**config.mk**
```make
export PLATFORM = sky130hd
export DESIGN_NAME = mem_access_master
export DESIGN_NICKNAME = d
export VERILOG_FILES = /design/src/rtl/mem_access_pkg.sv /design/src/rtl/mem_access_master.sv
export SDC_FILE = /design/constraint.sdc
export NUM_CORES = 1
export LEC_CHECK = 0
export ABC_AREA = 1
export CAP_MARGIN = 10
export CORE_MARGIN = 5
export CORE_UTILIZATION = 35
export DETAILED_ROUTE_END_ITERATION = 10
export DONT_BUFFER_PORTS = 1
export GPL_TIMING_DRIVEN = 1
export SYNTH_ARGS = -nofsm -noshare
export SYNTH_HDL_FRONTEND = slang
export SYNTH_SLANG_ARGS = --single-unit
export TNS_END_PERCENT = 20
```
**constraint.sdc**
```tcl
create_clock -name clk -period 1.4 [get_ports clk]
set_clock_uncertainty 0.15 [all_clocks]
set_input_delay 0.14 -clock clk [delete_from_list [all_inputs] [get_ports clk]]
set_output_delay 0.14 -clock clk [all_outputs]
set_load 0.05 [all_outputs]
```
**src/rtl/mem_access_pkg.sv**
```systemverilog
// Shared types and helpers for the memory access initiator.
// Readback word carries even parity in its MSB.
package mem_access_pkg;

  localparam int MEM_ADDR_W = 16;
  localparam int MEM_DATA_W = 8;

  typedef enum logic [2:0] {
    IDLE = 3'd0,
    WR   = 3'd1,
    RD   = 3'd2,
    WAIT = 3'd3,
    RESP = 3'd4
  } state_e;

  function automatic logic even_parity_ok(input logic [MEM_DATA_W:0] d);
    return ~^d;
  endfunction

endpackage

```
**src/rtl/mem_access_master.sv**
```systemverilog
// Single-request memory initiator: issues one write or read strobe, checks readback
// parity, reissues failed reads up to MAX_RETRY times and returns one response.
module mem_access_master
  import mem_access_pkg::*;
#(
  parameter int ADDR_W     = MEM_ADDR_W,
  parameter int DATA_W     = MEM_DATA_W,
  parameter int RD_LATENCY = 1,
  parameter int MAX_RETRY  = 2
) (
  input  logic              clk,
  input  logic              rst_n,
  input  logic              req_valid,
  output logic              req_ready,
  input  logic              req_we,
  input  logic [ADDR_W-1:0] req_addr,
  input  logic [DATA_W-1:0] req_wdata,
  output logic              rsp_valid,
  input  logic              rsp_ready,
  output logic [DATA_W-1:0] rsp_rdata,
  output logic              rsp_perr,
  output logic [2:0]        rsp_retries,
  output logic              mem_write,
  output logic              mem_read,
  output logic [ADDR_W-1:0] mem_address,
  output logic [DATA_W-1:0] mem_data_in,
  input  logic [DATA_W:0]   mem_data_out,
  output logic              busy
);

  localparam logic [2:0] LAT_M1 = 3'(RD_LATENCY - 1);
  localparam logic [2:0] MAX_R  = 3'(MAX_RETRY);

  state_e     state, state_nxt;
  logic [2:0] wait_cnt;
  logic       accept, sample, retry, par_ok;

  assign par_ok = even_parity_ok(mem_data_out);

  always_comb begin
    state_nxt = state;
    accept    = 1'b0;
    sample    = 1'b0;
    retry     = 1'b0;
    case (state)
      IDLE: if (req_ready && req_valid) begin
        accept    = 1'b1;
        state_nxt = req_we ? WR : RD;
      end
      WR:   state_nxt = RESP;
      RD:   state_nxt = WAIT;
      WAIT: if (wait_cnt == 3'd0) begin
        sample = 1'b1;
        if (!par_ok && (rsp_retries < MAX_R)) begin
          retry     = 1'b1;
          state_nxt = RD;
        end else begin
          state_nxt = RESP;
        end
      end
      RESP: if (rsp_ready) state_nxt = IDLE;
      default: state_nxt = IDLE;
    endcase
  end

  // Every output is a flop fed from the next state, so strobes line up with state.
  always_ff @(posedge clk or negedge rst_n) begin
    if (!rst_n) begin
      state       <= IDLE;
      wait_cnt    <= '0;
      req_ready   <= 1'b0;
      rsp_valid   <= 1'b0;
      rsp_rdata   <= '0;
      rsp_perr    <= 1'b0;
      rsp_retries <= '0;
      mem_write   <= 1'b0;
      mem_read    <= 1'b0;
      mem_address <= '0;
      mem_data_in <= '0;
      busy        <= 1'b0;
    end else begin
      state     <= state_nxt;
      req_ready <= (state_nxt == IDLE);
      busy      <= (state_nxt != IDLE);
      mem_write <= (state_nxt == WR);
      mem_read  <= (state_nxt == RD);
      rsp_valid <= (state_nxt == RESP);

      if (accept) begin
        mem_address <= req_addr;
        mem_data_in <= req_wdata;
        rsp_rdata   <= '0;
        rsp_perr    <= 1'b0;
        rsp_retries <= '0;
      end

      if (state == RD)
        wait_cnt <= LAT_M1;
      else if (state == WAIT && wait_cnt != 3'd0)
        wait_cnt <= wait_cnt - 3'd1;

      if (sample) begin
        rsp_rdata <= mem_data_out[DATA_W-1:0];
        rsp_perr  <= !par_ok && !retry;
        if (retry) rsp_retries <= rsp_retries + 3'd1;
      end
    end
  end

endmodule

```
==> results of run 1 <==
## metal layers
layer / vias up / routed length [microns] / share of wire [%]
li1: 951 / - / -
met1: 870 / 2246 / 41
met2: 58 / 2786 / 51
met3: 6 / 440 / 8.0
met4: 0 / 42 / 0.76
met5: - / 0 / 0
## state kept, by name (all words and copies together), names as in the netlist
signal	cells
busy	1
mem_address	16
mem_data_in	8
mem_read	1
mem_write	1
req_ready	1
rsp_perr	1
rsp_rdata	8
rsp_retries	3
rsp_valid	1
state	3
wait_cnt	3
## what timing repair did
item,CTS,global route
setup endpoints to repair,40,45
pin swaps,8,7
gates cloned,2,0
gates resized for setup,24,17
endpoints found under the hold margin,82,47
setup buffers,3,6
## through the flow
stage | setup slack (ps) | cell area, sq um | util [%] | hold WS, ps | setup TNS (ps)
after floorplan | -78.74 | 2196 | - | -305.6 | -1683
after global placement | -68.54 | 2456 | 41.00 | -303.5 | -1147
after detailed placement | -124.5 | 2456 | 41.00 | -303.3 | -1775
after CTS | -105.4 | 3033 | 50.63 | -636.5 | -921.1
after global routing | -189.8 | 3146 | 52.51 | -653.1 | -4403
final | -128.3 | 3146 | 52.51 | -615.6 | -1088
## placed cells by master, fill, tap and decap left out, drive strengths merged, types with 7 or more instances in the layout
master	netlist	layout
dfrtp	47	47
nand3	25	25
nand2	120	120
nor2	10	10
clkbuf	0	7
o21ai	14	14
buf	7	40
dlygate4sd3	0	34
inv	24	26
## kinds of logic (layout without fill, tap and decap cells)
| family | Yosys count | in the layout | share of synthesized area (%) |
|---|---|---|---|
| xor gates and xnor gates | 2 | 2 | 0.8052 |
| AOI/OAI and AO/OA | 18 | 18 | 4.715 |
| adders and majority gates | 3 | 3 | 1.725 |
| and+or+nand+nor | 156 | 156 | 31.80 |
| buffers and inverters | 31 | 108 | 6.900 |
| DFF | 47 | 47 | 54.05 |
## worst max-delay path, stage by stage, from the launching register on
cell	delay [ps]
sky130_fd_sc_hd__dfrtp_1	400
sky130_fd_sc_hd__inv_2	120
sky130_fd_sc_hd__nand3_2	150
sky130_fd_sc_hd__a21oi_4	200
sky130_fd_sc_hd__nor2_4	50
sky130_fd_sc_hd__buf_4	140
sky130_fd_sc_hd__o21ai_4	70
sky130_fd_sc_hd__inv_2	50
sky130_fd_sc_hd__nand3_2	60
sky130_fd_sc_hd__nor2_1	40
## final cells by class
class	instances	area, sq um	share of cell area, %
clock inverters	1	7.507	0.2387
flip-flops and latches	47	1177	37.43
multi-input cells	179	989.7	31.46
well taps	75	93.84	2.983
repair buffers	74	668.1	21.24
inverters	24	100.1	3.182
clock buffers	7	96.34	3.063
repair inverters	2	12.51	0.3978
## worst max-delay path by stage
stage	startpoint	to	cells past startpoint
5_1_grt	state[2]	req_ready	9
6_report	state[2]	req_ready	9
2_1_floorplan	req_ready	rsp_rdata[6]	7
4_1_cts	wait_cnt[1]	busy	9
3_3_place_gp	wait_cnt[0]	busy	9
3_5_place_dp	wait_cnt[0]	busy	9
## power breakdown
| part | internal (mW) | total [mW] | switching, mW |
|---|---|---|---|
| clock network | 0.450 | 0.902 | 0.452 |
| registers | 1.90 | 3.38 | 1.47 |
| logic | 1.20 | 3.14 | 1.93 |
==> run_results.csv, run 1 <==
group,metric,value,unit
finish,filler_cell_count,557,
global_routing,maximum_number_of_pins_on_one_net_before_global_route_repair,48,
finish,final-instance-count-excl-fill,409,
die,row_count,28,
placed_design,place_congestion,0.7557,
placed_design,dp_cells,356,
timing,whs,-615.6,ps
global_routing,grt_overflow_total,0,
synth,syn_nets,298,
global_routing,first_global_vias,1942,
worst_setup_path,regToRegSetupSlack,-130,ps
timing,max_clock_freq,654.3,MHz
clock_tree,worst_skew_pair.late_latency,300,ps
clock_tree,cts_tree,"built",
worst_setup_path,reg2regPathDepth,9,
pwr,p_per_area,2357,mW/mm^2
worst_hold_path,hold_path_class,"primary input to asynchronous set/reset pin",
global_routing,grtUsageMet2,25.44,%
synth,yosysMostFrequentCell,"sky130_fd_sc_hd__nand2_1",
timing,final.period_utilization,109.2,%
synth,synth_top_cells_by_area,"sky130_fd_sc_hd__dfrtp_1, sky130_fd_sc_hd__nand2_1, sky130_fd_sc_hd__nand3_1, sky130_fd_sc_hd__o21ai_1, sky130_fd_sc_hd__inv_2",
clock_tree,cts_inserted_buffers,5,
placed_design,dp_hpwl,3529,microns
die,coreArea,0.005991,sq mm
global_routing,met3_usage,4.562,%
routing,detailedRoute.firstIterationViolations,56,
global_routing,grt_first_pass_wirelength,8845,microns
die,die_h,88.85,microns
routing,wl_per_cell,13.49,microns
timing,actual_transition_at_the_worst_max_transition_pin,498.8,ps
synth,synth-seq-cells,47,
run_status,failing_checks,"negative hold slack, negative setup slack",
synth,synth.yosys.seq_area_share,54.05,%
synth,postSynth.topFlopCell,"sky130_fd_sc_hd__dfrtp_1",
timing,final.min_clock_period,1528,ps
routing,detailroute.via_count,1885,
timing,finalWorstSetupSlack,-128.3,ps
timing,finalHoldViolCount,47,
die,ios,79,
run_status,status,"finished, violations left",
die,floorplan.initialDensity,36.32,%
synth,syn-cell-area,0.002176,sq mm
routing,detail_route.wirelength,5516,microns
worst_setup_path,crit_fanout,4,
synth,synth_async_sr_flop_share,100.0,%
finish,fraction_of_layout_cells_with_a_size_suffix_above_1,30.84,%
clock_tree,postCtsHoldBufs,34,
worst_setup_path,ws_path_type,"flop to flop",
die,die-width,88.85,microns
synth,synthesis.instances,257,
global_routing,antenna_found_initial,0,
global_routing,grt.busiest_layer,"met2",
synth,synth-warning-count,0,
timing,grt_setup_unrepaired,"yes",
timing,relSlewSlack,66.75,%
worst_setup_path,start_kind,"flop",
worst_setup_path,worst-endpoint-arrival,1570,ps
global_routing,groute.layer.met1.usage,17.60,%
worst_setup_path,timing.rr.start,"state[2]",
pwr,cellLeakagePower,1.615,nW
clock_tree,cts_max_path_buffers,2,
synth,synthTopCellsByCount,"sky130_fd_sc_hd__nand2_1, sky130_fd_sc_hd__dfrtp_1, sky130_fd_sc_hd__nand3_1",
timing,finalSetupViolCount,26,
finish,area.growth.synth_to_final,44.57,%
placed_design,i_o_buffers,0,
clock_tree,clock_sinks,47,
clock_tree,cts.clk_slew.worst_paths,80,ps
finish,diodes,0,
routing,post_dr_vias_cell,4.609,
pwr,power,7.415,mW
synth,syn_area_per_cell,8.466,sq um
die,die_area,0.007893,sq mm
synth,synth_edf_count,0,
routing,number_of_nets_with_antenna_violations_after_detailed_routing,0,
timing,drv_slew,0,
clock_tree,h-tree-depth,2,
routing,drcViolationCount,0,
synth,share_of_the_synthesized_area_in_the_top_cell_type,54.05,%
finish,layout.nets,374,
worst_setup_path,critPathCaptureType,"flop",
worst_setup_path,r2r_end,"req_ready",
pwr,vdd_ir_drop_max,1.457,mV
worst_setup_path,crit_required,1440,ps
run,max-cap-violations,0,
synth,synth_top_cell_by_area,"sky130_fd_sc_hd__dfrtp_1",
synth,ys_types,24,
routing,drt_first_pass_iters,4,
global_routing,grt_use_total,14.59,%
clock_tree,clock_tree.root_cell,"sky130_fd_sc_hd__clkbuf_8",
No activity file was read; power rests on OpenSTA's default activity.
==> inputs of run 2 (changes only) <==
--- a/config.mk
+++ b/config.mk
@@ -9,6 +9,8 @@
 export CAP_MARGIN = 10
 export CORE_MARGIN = 5
 export CORE_UTILIZATION = 35
+export CTS_BUF_LIST = sky130_fd_sc_hd__clkbuf_2 sky130_fd_sc_hd__clkbuf_4 sky130_fd_sc_hd__clkbuf_8
+export CTS_CLUSTER_DIAMETER = 150
 export DETAILED_ROUTE_END_ITERATION = 10
 export DONT_BUFFER_PORTS = 1
 export GPL_TIMING_DRIVEN = 1
==> results of run 2 <==
Final layout, timing and power as in run 1 (identical DEF).
